### src/rtl/hub75_bcm_driver_if.sv
// Pixel-store read bus for the HUB75 BCM driver.
//   rd_row  : row address presented to the store (driver -> store)
//   rd_col  : column address presented to the store (driver -> store)
//   rd_top  : {R,G,B} pixel for the top half-panel, one cycle after the address
//   rd_bot  : {R,G,B} pixel for the bottom half-panel, one cycle after the address
// The driver uses the master modport and the pixel store uses the slave modport.
interface hub75_bcm_driver_if #(
  parameter int COLS     = 32,
  parameter int ROW_BITS = 5,
  parameter int DEPTH    = 4
);
  logic [ROW_BITS-1:0]      rd_row;
  logic [$clog2(COLS)-1:0]  rd_col;
  logic [3*DEPTH-1:0]       rd_top;
  logic [3*DEPTH-1:0]       rd_bot;

  modport master (output rd_row, output rd_col, input rd_top, input rd_bot);
  modport slave  (input rd_row, input rd_col, output rd_top, output rd_bot);
endinterface

### src/rtl/hub75_bcm_driver.sv
// HUB75 LED-matrix scan driver with binary-code-modulated colour depth.
// For each row pair and each bit plane it shifts COLS pixels out to the panel,
// blanks, latches, and then lights the row for BASE_ON<<plane cycles.
// Ports:
//   clk, reset      : system clock, synchronous active-high reset
//   enable          : run scanning (sampled in IDLE and at the end of each ON period)
//   pix             : pixel-store read bus (address out, top/bottom pixels in)
//   row_sel         : panel row address lines A..E
//   sclk            : panel shift clock
//   r1,g1,b1        : top-half colour bit of the current plane
//   r2,g2,b2        : bottom-half colour bit of the current plane
//   lat             : panel latch, active high
//   oe_n            : panel output enable, active low
//   frame_start     : one-cycle pulse when row 0 / plane 0 begins shifting
module hub75_bcm_driver #(
  parameter int COLS     = 32,
  parameter int ROW_BITS = 5,
  parameter int DEPTH    = 4,
  parameter int CLK_DIV  = 2,
  parameter int BASE_ON  = 8,
  parameter int BLANK    = 2
) (
  input  logic                  clk,
  input  logic                  reset,
  input  logic                  enable,
  hub75_bcm_driver_if.master    pix,
  output logic [ROW_BITS-1:0]   row_sel,
  output logic                  sclk,
  output logic                  r1,
  output logic                  g1,
  output logic                  b1,
  output logic                  r2,
  output logic                  g2,
  output logic                  b2,
  output logic                  lat,
  output logic                  oe_n,
  output logic                  frame_start
);

  localparam int COL_W    = $clog2(COLS);
  localparam int PLANE_W  = (DEPTH > 1) ? $clog2(DEPTH) : 1;
  localparam int SLOT_LEN = 2 * CLK_DIV;
  localparam int ON_MAX   = BASE_ON * (2 ** (DEPTH - 1));
  localparam int MAX_A    = (ON_MAX > SLOT_LEN) ? ON_MAX : SLOT_LEN;
  localparam int MAX_B    = (MAX_A > BLANK) ? MAX_A : BLANK;
  // One spare code so the longest ON period always fits.
  localparam int CNT_W    = $clog2(MAX_B + 1);

  localparam logic [CNT_W-1:0]   SLOT_LAST  = CNT_W'(SLOT_LEN - 1);
  localparam logic [CNT_W-1:0]   SCLK_RISE  = CNT_W'(CLK_DIV);
  localparam logic [CNT_W-1:0]   DATA_CAP   = CNT_W'(1);
  localparam logic [CNT_W-1:0]   BLANK_LAST = CNT_W'(BLANK - 1);
  localparam logic [CNT_W-1:0]   LATCH_LAST = CNT_W'(CLK_DIV - 1);
  localparam logic [COL_W-1:0]   COL_LAST   = COL_W'(COLS - 1);
  localparam logic [PLANE_W-1:0] PLANE_LAST = PLANE_W'(DEPTH - 1);

  typedef enum logic [2:0] {
    ST_IDLE,
    ST_SHIFT,
    ST_BLANK,
    ST_LATCH,
    ST_ON
  } state_t;

  state_t                state_q, state_d;
  logic [CNT_W-1:0]      cnt_q, cnt_d;
  logic [COL_W-1:0]      col_q, col_d;
  logic [ROW_BITS-1:0]   row_q, row_d;
  logic [PLANE_W-1:0]    plane_q, plane_d;
  logic [ROW_BITS-1:0]   row_sel_q, row_sel_d;
  logic [5:0]            rgb_q, rgb_d;
  logic                  sclk_q, sclk_d;
  logic                  lat_q, lat_d;
  logic                  oe_n_q, oe_n_d;
  logic                  frame_start_q, frame_start_d;

  // Last count value of the ON period for a plane: (BASE_ON << plane) - 1.
  function automatic logic [CNT_W-1:0] on_last(input logic [PLANE_W-1:0] p);
    logic [CNT_W-1:0] len;
    len = CNT_W'(BASE_ON) << p;
    return len - CNT_W'(1);
  endfunction

  // Pick bit p of each colour field of a packed {R,G,B} pixel.
  function automatic logic [2:0] plane_bits(input logic [3*DEPTH-1:0] px,
                                            input logic [PLANE_W-1:0] p);
    logic [DEPTH-1:0] rf, gf, bf;
    rf = px[3*DEPTH-1:2*DEPTH];
    gf = px[2*DEPTH-1:DEPTH];
    bf = px[DEPTH-1:0];
    return {rf[p], gf[p], bf[p]};
  endfunction

  always_comb begin
    state_d   = state_q;
    cnt_d     = cnt_q;
    col_d     = col_q;
    row_d     = row_q;
    plane_d   = plane_q;
    rgb_d     = rgb_q;
    row_sel_d = row_sel_q;

    case (state_q)
      ST_IDLE: begin
        cnt_d = '0;
        if (enable) state_d = ST_SHIFT;
      end

      ST_SHIFT: begin
        // The store answers one cycle after the address, so slot cycle 1
        // holds the pixel addressed in slot cycle 0.
        if (cnt_q == DATA_CAP) begin
          rgb_d = {plane_bits(pix.rd_top, plane_q), plane_bits(pix.rd_bot, plane_q)};
        end
        if (cnt_q == SLOT_LAST) begin
          cnt_d = '0;
          if (col_q == COL_LAST) begin
            col_d   = '0;
            state_d = ST_BLANK;
          end else begin
            col_d = col_q + COL_W'(1);
          end
        end else begin
          cnt_d = cnt_q + CNT_W'(1);
        end
      end

      ST_BLANK: begin
        if (cnt_q == BLANK_LAST) begin
          cnt_d   = '0;
          state_d = ST_LATCH;
        end else begin
          cnt_d = cnt_q + CNT_W'(1);
        end
      end

      ST_LATCH: begin
        if (cnt_q == LATCH_LAST) begin
          cnt_d   = '0;
          state_d = ST_ON;
        end else begin
          cnt_d = cnt_q + CNT_W'(1);
        end
      end

      ST_ON: begin
        if (cnt_q == on_last(plane_q)) begin
          cnt_d = '0;
          if (plane_q == PLANE_LAST) begin
            plane_d = '0;
            row_d   = row_q + ROW_BITS'(1);
          end else begin
            plane_d = plane_q + PLANE_W'(1);
          end
          state_d = enable ? ST_SHIFT : ST_IDLE;
        end else begin
          cnt_d = cnt_q + CNT_W'(1);
        end
      end

      default: begin
        state_d = ST_IDLE;
        cnt_d   = '0;
      end
    endcase

    // Panel strobes are decoded from the next state so the registered
    // outputs line up exactly with the state they belong to.
    sclk_d        = (state_d == ST_SHIFT) && (cnt_d >= SCLK_RISE);
    lat_d         = (state_d == ST_LATCH);
    oe_n_d        = (state_d != ST_ON);
    frame_start_d = (state_d == ST_SHIFT) && (state_q != ST_SHIFT) &&
                    (row_d == '0) && (plane_d == '0);

    // Row lines move only while the panel is dark and latching.
    if ((state_d == ST_LATCH) && (state_q != ST_LATCH)) row_sel_d = row_q;
  end

  always_ff @(posedge clk) begin
    if (reset) begin
      state_q       <= ST_IDLE;
      cnt_q         <= '0;
      col_q         <= '0;
      row_q         <= '0;
      plane_q       <= '0;
      row_sel_q     <= '0;
      rgb_q         <= '0;
      sclk_q        <= 1'b0;
      lat_q         <= 1'b0;
      oe_n_q        <= 1'b1;
      frame_start_q <= 1'b0;
    end else begin
      state_q       <= state_d;
      cnt_q         <= cnt_d;
      col_q         <= col_d;
      row_q         <= row_d;
      plane_q       <= plane_d;
      row_sel_q     <= row_sel_d;
      rgb_q         <= rgb_d;
      sclk_q        <= sclk_d;
      lat_q         <= lat_d;
      oe_n_q        <= oe_n_d;
      frame_start_q <= frame_start_d;
    end
  end

  assign pix.rd_row  = row_q;
  assign pix.rd_col  = col_q;
  assign row_sel     = row_sel_q;
  assign sclk        = sclk_q;
  assign {r1, g1, b1, r2, g2, b2} = rgb_q;
  assign lat         = lat_q;
  assign oe_n        = oe_n_q;
  assign frame_start = frame_start_q;

endmodule

### src/flat_wrapper.sv
// flat-port wrapper written by rule: the top's interface ports become plain ports
module hub75_bcm_driver_flat 
#(
  parameter int COLS     = 32,
  parameter int ROW_BITS = 5,
  parameter int DEPTH    = 4,
  parameter int CLK_DIV  = 2,
  parameter int BASE_ON  = 8,
  parameter int BLANK    = 2
)
  (clk, reset, enable, row_sel, sclk, r1, g1, b1, r2, g2, b2, lat, oe_n, frame_start, pix_rd_row, pix_rd_col, pix_rd_top, pix_rd_bot);
  hub75_bcm_driver_if #(.COLS(COLS), .ROW_BITS(ROW_BITS), .DEPTH(DEPTH)) pix_i ();
  input  logic clk;
  input  logic reset;
  input  logic enable;
  output logic [ROW_BITS-1:0] row_sel;
  output logic sclk;
  output logic r1;
  output logic g1;
  output logic b1;
  output logic r2;
  output logic g2;
  output logic b2;
  output logic lat;
  output logic oe_n;
  output logic frame_start;
  output wire logic [$bits(pix_i.rd_row)-1:0] pix_rd_row;
  output wire logic [$bits(pix_i.rd_col)-1:0] pix_rd_col;
  input wire logic [$bits(pix_i.rd_top)-1:0] pix_rd_top;
  input wire logic [$bits(pix_i.rd_bot)-1:0] pix_rd_bot;
  assign pix_rd_row = pix_i.rd_row;
  assign pix_rd_col = pix_i.rd_col;
  assign pix_i.rd_top = pix_rd_top;
  assign pix_i.rd_bot = pix_rd_bot;
  hub75_bcm_driver #(.COLS(COLS), .ROW_BITS(ROW_BITS), .DEPTH(DEPTH), .CLK_DIV(CLK_DIV), .BASE_ON(BASE_ON), .BLANK(BLANK)) u_core (.clk(clk), .reset(reset), .enable(enable), .pix(pix_i), .row_sel(row_sel), .sclk(sclk), .r1(r1), .g1(g1), .b1(b1), .r2(r2), .g2(g2), .b2(b2), .lat(lat), .oe_n(oe_n), .frame_start(frame_start));
endmodule
### config.mk
export PLATFORM = sky130hd
export DESIGN_NAME = hub75_bcm_driver_flat
export DESIGN_NICKNAME = d
export VERILOG_FILES = /design/src/rtl/hub75_bcm_driver_if.sv /design/src/rtl/hub75_bcm_driver.sv /design/src/flat_wrapper.sv
export SDC_FILE = /design/constraint.sdc
export NUM_CORES = 1
export LEC_CHECK = 0
export ABC_CLOCK_PERIOD_IN_PS = 2600
export CORE_AREA = 2 2 93 95
export CTS_BUF_LIST = sky130_fd_sc_hd__clkbuf_4
export DETAILED_ROUTE_END_ITERATION = 8
export DIE_AREA = 0 0 95 97
export GPL_ROUTABILITY_DRIVEN = 0
export HOLD_SLACK_MARGIN = 0.03
export SLEW_MARGIN = 20
export SYNTH_ARGS = -nofsm -noshare
export SYNTH_HDL_FRONTEND = slang
export SYNTH_SLANG_ARGS = --single-unit
### constraint.sdc
create_clock -name clk -period 2.6 [get_ports clk]
set_input_delay 0.39 -clock clk [delete_from_list [all_inputs] [get_ports clk]]
set_output_delay 0.39 -clock clk [all_outputs]
set_load 0.02 [all_outputs]
Word-level counts from Yosys, hierarchy flattened
Index checks and enable logic that the tools add are counted.
- magnitude comparators: 2
- reductions and logical operators: 11
- shift operators: 1
- mux-type cells: 31
- divide/modulo/power cells: 0
- bitwise operators: 0
- multipliers: 0
- $add $sub $neg: 5
- eq/ne operators: 14
- operator list (kind ; count):
    two-way mux 7 bit ; 3
    one-hot mux 7 bit (3 select lines) ; 1
    two-way mux 5 bit ; 4
    two-way mux 3 bit ; 6
    one-hot mux 3 bit (5 select lines) ; 1
    binary-select mux 1 bit (select 2 bit) ; 6
    adder 5 x 1 -> 5 bit, second input constant ; 2
    == test 3 x 2 -> 1 bit, second input constant ; 3
    adder 7 x 1 -> 7 bit, second input constant ; 1
    == test 7 x 1 -> 1 bit, second input constant ; 1
    == test 7 x 2 -> 1 bit, second input constant ; 1
    == test 7 bit ; 1
    greater-or-equal comparator 7 x 2 -> 1 bit, second input constant ; 1
    two-way mux 1 bit ; 7
    left shift 4 x 2 -> 7 bit, first input constant ; 1
    subtractor 7 x 1 -> 7 bit, second input constant ; 1
    == test 3 x 1 -> 1 bit, second input constant ; 2
    two-way mux 2 bit ; 3
    == test 5 bit, second input constant ; 1
    logical AND 1 bit ; 5
    logical NOT 5 bit ; 1
    AND reduction 2 bit ; 2
    == test 3 bit, second input constant ; 1
    logical NOT 3 bit ; 1
    other kinds (8) ; 8
- logic and storage cells: 75
- bits in latches: 0
- ROM bits: 0
- bits in registers: 37
- memory bits (writable): 0
- memories kept: 0

Longest topological paths before layout
Gate-level depths: netlist of run 1.
- depth after elaboration: 9
- mapped depth: 10

Worst setup path after synthesis of run 1
No wires, ideal clock.
- path kind: reg-to-reg
- start point: reg u_core.plane_q[0]
- end point: reg u_core.frame_start_q, in the netlist u_core.frame_start
- buffers on the path: 0
- clock period less this slack: 2.606 ns
- slack: -0.006 ns
- data required time: 2.497 ns
- stages on the path, launching flop included: 8
- data arrival time: 2.503 ns
- cell sequence: dfxtp_1 -> ha_1 -> xor3_1 -> or3_4 -> o21ba_1 -> o21bai_1 -> or4b_4 -> a2111oi_2
- word-level cells in the longest chain between the ends: 9
- elaborated cells on any way between the ends: 19
- RTL lines (item ; line ; source):
    start: declaration ; hub75_bcm_driver.sv:69 ; logic [PLANE_W-1:0] plane_q, plane_d;
    start signal: assignment ; hub75_bcm_driver.sv:197 ; plane_q <= plane_d;
    left shift 4 x 2 -> 7 bit ; hub75_bcm_driver.sv:80 ; len = CNT_W'(BASE_ON) << p;
    subtractor 7 x 1 -> 7 bit ; hub75_bcm_driver.sv:81 ; return len - CNT_W'(1);
    == test 7 bit ; hub75_bcm_driver.sv:147 ; if (cnt_q == on_last(plane_q)) begin
    two-way mux 3 bit ; hub75_bcm_driver.sv:147 ;
    one-hot mux 3 bit (5 select lines) ; hub75_bcm_driver.sv:103 ; case (state_q)
    == test 3 x 1 -> 1 bit ; hub75_bcm_driver.sv:172 ; frame_start_d = (state_d == ST_SHIFT) && (state_q != ST_SHIFT) &&
    logical AND 1 bit (2 in a row) ; hub75_bcm_driver.sv:172 ;
    logical AND 1 bit (*) ; hub75_bcm_driver.sv:173 ; (row_d == '0) && (plane_d == '0);
    end signal: assignment ; hub75_bcm_driver.sv:203 ; frame_start_q <= frame_start_d;
    end: declaration ; hub75_bcm_driver.sv:75 ; logic frame_start_q, frame_start_d;
Every way passes the cells marked *; elsewhere a longest branch is shown, timed or not.
A chain may end at the register's enable or synchronous reset.

Final worst setup path of run 1
- start point: reg u_core.col_q[0], in the netlist u_core.pix.rd_col[0]
- end point: reg u_core.frame_start_q, in the netlist u_core.frame_start
- word-level cells in the longest chain between the ends: 8
- RTL lines (item ; line ; source):
    start: declaration ; hub75_bcm_driver.sv:67 ; logic [COL_W-1:0] col_q, col_d;
    start signal: assignment ; hub75_bcm_driver.sv:195 ; col_q <= col_d;
    == test 5 bit ; hub75_bcm_driver.sv:117 ; if (col_q == COL_LAST) begin
    two-way mux 3 bit ; hub75_bcm_driver.sv:117 ;
    two-way mux 3 bit ; hub75_bcm_driver.sv:115 ; if (cnt_q == SLOT_LAST) begin
    one-hot mux 3 bit (5 select lines) ; hub75_bcm_driver.sv:103 ;
    == test 3 x 1 -> 1 bit ; hub75_bcm_driver.sv:172 ;
    logical AND 1 bit (2 in a row) ; hub75_bcm_driver.sv:172 ;
    logical AND 1 bit ; hub75_bcm_driver.sv:173 ;
No other way between the ends.

==> results of run 1 <==
## what timing repair did
action,in CTS,in global routing
endpoints found under the setup margin,1,1
buffers inserted,0,1
pin swaps,1,3
resized for setup,5,4
## power breakdown
group          switching, W  internal [W]
Sequential       0.00000375      0.000571
Clock              0.000184      0.000109
Combinational     0.0000336     0.0000593
## layout by cell type (no fill, tap or decap), drive strengths merged, types with 2 or more instances in the layout
cell	n
or3	2
nor2b	4
or2	3
a2111oi	2
ha	9
and2	2
buf	20
xor2	7
nor3b	3
xnor2	7
and3	3
or4b	2
a21oi	6
o21bai	2
nor4b	2
dfxtp	37
nor4	3
nor2	39
nand2	8
o31ai	2
nand4	3
a31o	2
clkinv	2
o21ai	6
clkdlybuf4s50	51
inv	4
mux2i	18
nor3	5
clkbuf	6
a31oi	2
nand3	7
mux4	6
## layer usage
layer	track usage (%)	share of wire, %
met5	0	0
met4	2.68	1.3
met3	4.21	8.2
met2	17.8	47
met1	13.1	44
## state kept, by name, summed over array words and instances, names as in the netlist, 2 cells and up
register           count
u_core.row_sel         5
u_core.pix.rd_col      5
u_core.state_q         3
u_core.plane_q         2
u_core.cnt_q           7
u_core.rgb_q           6
u_core.pix.rd_row      5
## critical path, delay by kind of cell (launching register included)
family                     cells  cell delay (ns)
AOI/OAI and AO/OA              3             0.80
adders and majority gates      2             0.40
DFF                            1             0.33
and+or+nand+nor                3             0.90
## final cells by class
type | instances | area, µm² | area share, %
flip-flops and latches | 37 | 744 | 26.0
clock buffers | 6 | 45.0 | 1.57
multi-input cells | 163 | 1260 | 44.0
repair buffers | 71 | 661 | 23.0
inverters | 5 | 18.8 | 0.655
well taps | 105 | 131 | 4.58
clock inverters | 1 | 3.75 | 0.131
## cell families after synthesis
logic type | Yosys count
buffers and inverters | 16
and+or+nand+nor | 90
adders and majority gates | 9
DFF | 37
muxes | 24
xor gates and xnor gates | 15
AOI/OAI and AO/OA | 25
## worst max-delay path by stage
stage / to / slack (ns) / cells after the start
global route: u_core.frame_start$_SDFF_PP0_ / -0.04 / 7
detailed placement: u_core.frame_start$_SDFF_PP0_ / -0.08 / 7
global placement: u_core.frame_start$_SDFF_PP0_ / 0.03 / 7
finish: u_core.frame_start$_SDFF_PP0_ / 0.08 / 8
floorplan: u_core.frame_start$_SDFF_PP0_ / 0.008 / 9
CTS: u_core.frame_start$_SDFF_PP0_ / 0.004 / 7
## per-stage QoR
step / TNS, ns / area (µm²) / hold slack, ns
floorplan: 0 / 2030 / 0.430
global placement: 0 / 2770 / 0.443
detailed placement: -0.0786 / 2770 / 0.458
CTS: 0 / 2830 / 0.479
global route: -0.0443 / 2870 / 0.500
finish: 0 / 2870 / 0.480
==> impl_metrics.ini, run 1 <==
[run_status]
status = complete, no violations

[run]
maxCapViolCount = 0

[synthesis]
synth_top_family_by_area = simple AND/OR/NAND/NOR gates
synth_edf_count = 0
yosys-mux-area-fraction_pct = 15.6
synth.avg_cell_area_um2 = 9.37
ys_warn_count = 0
yosysTopAreaCell = dfxtp_1
ys_top_cells_by_count = nor2_1, dfxtp_1, mux2i_1
seq_area_frac_synth_pct = 36.6
synth_area_um2 = 2020
synth_cells = 216
synthAdderAreaFrac_pct = 5.57
synthSimpleGateAreaFrac_pct = 23.4
yosys.area.top_type_share_pct = 36.6
synth.distinct_cells = 44
synth_compound_gate_area_share_pct = 8.53
synth_top_cells_by_area = dfxtp_1, mux2i_1, nor2_1, mux4_2, ha_1
yosys_most_used_dff = dfxtp_1
synth_xor_area_share_pct = 7.24
syn_nets = 252
synth_seq_cells = 37
async_flop_share_pct = 0
synth_most_common_cell = nor2_1

[power_and_ir_drop]
cellLeakagePower_nw = 1.10
power_w = 0.000961
ir_worst_vdd_uv = 158
p_per_area_nw_per_um2 = 335

[die]
pin_count = 52
chipWidth_um = 95
rows = 33
core_um2 = 8130
start_util_pct = 24.9
die_y_um = 97
die-area_um2 = 9220

[routing]
postRouteAntennaNets = 0
vias_per_cell = 4.61
wire_per_inst_um = 12.2
vias = 1790
drc = 0
drtIter0Drc = 57
first_pass_iters = 4
drt-total-wl_mm = 4.72

[placed_design]
place.port_buffers = 51
dp_cells = 380
pre_cts_ws_ns = -0.0786
hpwl_mm = 3.63

[clock_tree]
insertion_delay_ns = 0.34
cts_tree = yes
path_clk_slew_ns = 0.11
cts_sinks = 37
ctsRootBufferMaster = clkbuf_4
cts_max_path_buffers = 2
cts-hold-fix-buffers = 0
htree_levels = 2
numCtsBuffers = 5

[global_routing]
grt_pass1_vias = 1722
grt_max_degree = 27
antenna_found_initial = 0
grt_overflow = 0
grt_pass1_wl_mm = 8.02
globalRouteTotalUtil_pct = 10.8

[timing]
layout_worst_path_cycle_share_pct = 97.0
tightest_slew_ns = 0.540
fmax_ghz = 0.397
slew_violations = 0
grt_setup_unrepaired = true
setup_viol = 0
skew_ns = 0.00699
min_period_ns = 2.52
fin_ws_ns = 0.0780
relSlewSlack_pct = 63.7
hold_viol_final = 0

[cells_and_area]
syn2layout_area_growth_pct = 41.7
fillers = 824
final-instance-count-excl-fill = 388
drive_above_1_share_pct = 18.0
n_antenna_cell = 0
post-route-util_pct = 35.2
nets = 319

[setup_path]
start_kind = flip-flop
crit_fanout = 3
cp_common_cell = ha_1
critPathKind = flip-flop to flip-flop
crit_chain = ha_1, and3_1, ha_1, nor2b_1, a2111oi_0, a31oi_1, or4b_4, a2111oi_4
rrSetupSlack_ns = 0.08
critPathSlowestCell = or4b_4
r2r_start = u_core.pix.rd_col[0]$_SDFFE_PP0P_
r2r_cells = 8
crit_path_max_incr_delay_ns = 0.58
crit_start = u_core.pix.rd_col[0]$_SDFFE_PP0P_
cp-end-kind = flip-flop
cp.arrival_ns = 2.76
reg2reg_to = u_core.frame_start$_SDFF_PP0_
worstPathRequired_ns = 2.84

[worst_hold_path]
min_path_cells = 1
hold_start = u_core.cnt_q[0]$_SDFF_PP0_
hold_class = flip-flop to flip-flop
holdPathEnd = u_core.cnt_q[0]$_SDFF_PP0_
No activity file was read; power rests on OpenSTA's default activity.
==> run 2: changes to the inputs <==
CTS_BUF_LIST = sky130_fd_sc_hd__clkbuf_8   (was sky130_fd_sc_hd__clkbuf_4)
CTS_CLUSTER_SIZE = 12   (was unset)
==> run 2 against run 1 <==
  * Global-route usage about the same
  * Critical endpoint unchanged
  * Clock skew increased by 0.0022 ns
  * Power increased by 11%
  * Maximum frequency decreased by 0.53%
==> impl_metrics.ini, run 2 (synthesis results as in run 1) <==
[timing]
layout_worst_path_cycle_share_pct = 97.5
relSlewSlack_pct = 64.1
skew_ns = 0.00918
grt_setup_unrepaired = true
tightest_slew_ns = 0.525
hold_viol_final = 0
fin_ws_ns = 0.0646
fmax_ghz = 0.394
setup_viol = 0
slew_violations = 0
min_period_ns = 2.54

[global_routing]
globalRouteTotalUtil_pct = 10.9
grt_pass1_wl_mm = 8.07
antenna_found_initial = 0
grt_pass1_vias = 1752
grt_max_degree = 27
grt_overflow = 0

[clock_tree]
path_clk_slew_ns = 0.07
cts_max_path_buffers = 2
cts_tree = yes
htree_levels = 2
ctsRootBufferMaster = clkbuf_8
cts-hold-fix-buffers = 0
cts_sinks = 37
insertion_delay_ns = 0.29
numCtsBuffers = 5

[setup_path]
path_depth = 8
crit_path_max_incr_delay_ns = 0.57
cp_common_cell = ha_1
start_kind = flip-flop
crit_buf_inv = 0
crit_fanout = 3
crit_family = simple AND/OR/NAND/NOR gates
worstPathRequired_ns = 2.78
cp.arrival_ns = 2.72
reg2reg_to = u_core.frame_start$_SDFF_PP0_
critPathSlowestCell = or4b_4
cp-end-kind = flip-flop
critPathKind = flip-flop to flip-flop
crit_start = u_core.pix.rd_col[0]$_SDFFE_PP0P_
crit_chain = ha_1, and3_1, ha_1, nor2b_1, a2111oi_0, a31oi_1, or4b_4, a2111oi_4
rrSetupSlack_ns = 0.06
r2r_start = u_core.pix.rd_col[0]$_SDFFE_PP0P_
r2r_cells = 8
cp-endpoint = u_core.frame_start$_SDFF_PP0_

[cells_and_area]
post-route-util_pct = 35.7
final_cell_mix = clkdlybuf4s50_1, nor2_1, dfxtp_1
drive_above_1_share_pct = 18.4
final_common_cell = clkdlybuf4s50_1
nets = 319
syn2layout_area_growth_pct = 43.7
largest_register_ffs = 7
top_register = u_core.cnt_q
final-instance-count-excl-fill = 388
reg.largest.list = u_core.cnt_q: 7 flops, u_core.rgb_q: 6 flops
fin_area_um2 = 2910
n_antenna_cell = 0

[power_and_ir_drop]
cellLeakagePower_nw = 1.12
p_switching_w = 0.000232
seqPwrFrac_pct = 53.7
p_int_w = 0.000836
ir_worst_vdd_uv = 174
netSwitchingFraction_pct = 21.7
p_per_area_nw_per_um2 = 368
clkPwrFrac_pct = 37.6
combinationalPowerShare_pct = 8.7
power_w = 0.00107

[routing]
drc = 0
first_pass_iters = 4
vias_per_cell = 4.56
wire_per_inst_um = 12.2
postRouteAntennaNets = 0
vias = 1769
drtIter0Drc = 84
drt-total-wl_mm = 4.74

[worst_hold_path]
hold_class = flip-flop to flip-flop

[die]
die_y_um = 97
chipWidth_um = 95
rows = 33
pin_count = 52
die-area_um2 = 9220
core_um2 = 8130
start_util_pct = 24.9

[placed_design]
place.port_buffers = 51
dpl_cell_area_um2 = 2770
pre_cts_ws_ns = -0.0786
dp_cells = 380
hpwl_mm = 3.63

[run_status]
status = complete, no violations

[run]
maxCapViolCount = 0
## run 2: changes by cell type in the layout (fill, tap and decap cells not counted)
cell,change
clkbuf_8,+6
o21bai_2,+1
o21bai_1,-1
o21ai_0,-1
inv_1,+1
o21ai_1,+1
clkinv_1,-1
clkbuf_4,-6
## run 2: how the worst min path moves through the flow
stage / slack, ns / from / cells past startpoint / endpoint
after floorplan: 0.43 / u_core.cnt_q[0]$_SDFF_PP0_ / 1 / u_core.cnt_q[0]$_SDFF_PP0_
after global placement: 0.44 / u_core.cnt_q[0]$_SDFF_PP0_ / 1 / u_core.cnt_q[0]$_SDFF_PP0_
after detailed placement: 0.46 / u_core.cnt_q[0]$_SDFF_PP0_ / 1 / u_core.cnt_q[0]$_SDFF_PP0_
after CTS: 0.47 / u_core.cnt_q[0]$_SDFF_PP0_ / 1 / u_core.cnt_q[0]$_SDFF_PP0_
after global routing: 0.49 / u_core.cnt_q[0]$_SDFF_PP0_ / 1 / u_core.cnt_q[0]$_SDFF_PP0_
final: 0.47 / u_core.cnt_q[0]$_SDFF_PP0_ / 1 / u_core.cnt_q[0]$_SDFF_PP0_
## run 2: per-layer routing
layer	share of wire, %	vias up	GRT usage, %
met5	0	-	0
met4	1.2	0	2.79
met3	7.9	7	4.21
met2	46	61	17.9
met1	44	803	13.1
li1	-	898	-
## run 2: area by class of cell
type,count,area (µm²)
fillers,813,5230
inverters,5,18.8
repair buffers,71,661
flip-flops and latches,37,744
multi-input cells,163,1270
clock inverters,1,3.75
clock buffers,6,82.6
well taps,105,131
## run 2: timing repair
action                     4_1_cts  5_1_grt
setup endpoints to repair        1        1
buffers inserted                 0        1
resized for setup                5        6
cloned                           0        0
pin swaps                        1        3
hold endpoints to repair         0        0
## run 2: power by group through the flow
stage	logic [W]	registers (W)	clock network [W]
4_1_cts	0.0000937	0.000574	0.000417
3_5_place_dp	0.0000917	0.000587	0
2_1_floorplan	0.0000347	0.000590	0
5_1_grt	0.000100	0.000575	0.000437
3_3_place_gp	0.0000907	0.000587	0
6_report	0.0000928	0.000575	0.000402
## run 2: worst reg2reg max path: cells and delay by family, from the launching register on
kind | cells | cell delay [ns]
simple gates | 3 | 0.89
fa+ha+maj | 2 | 0.40
flops | 1 | 0.32
compound gates | 3 | 0.84
## run 2: per-stage QoR
stage          hold WS, ns  TNS [ns]
6_report             0.471         0
5_1_grt              0.489   -0.0205
3_5_place_dp         0.458   -0.0786
4_1_cts              0.470         0
2_1_floorplan        0.430         0
3_3_place_gp         0.443         0
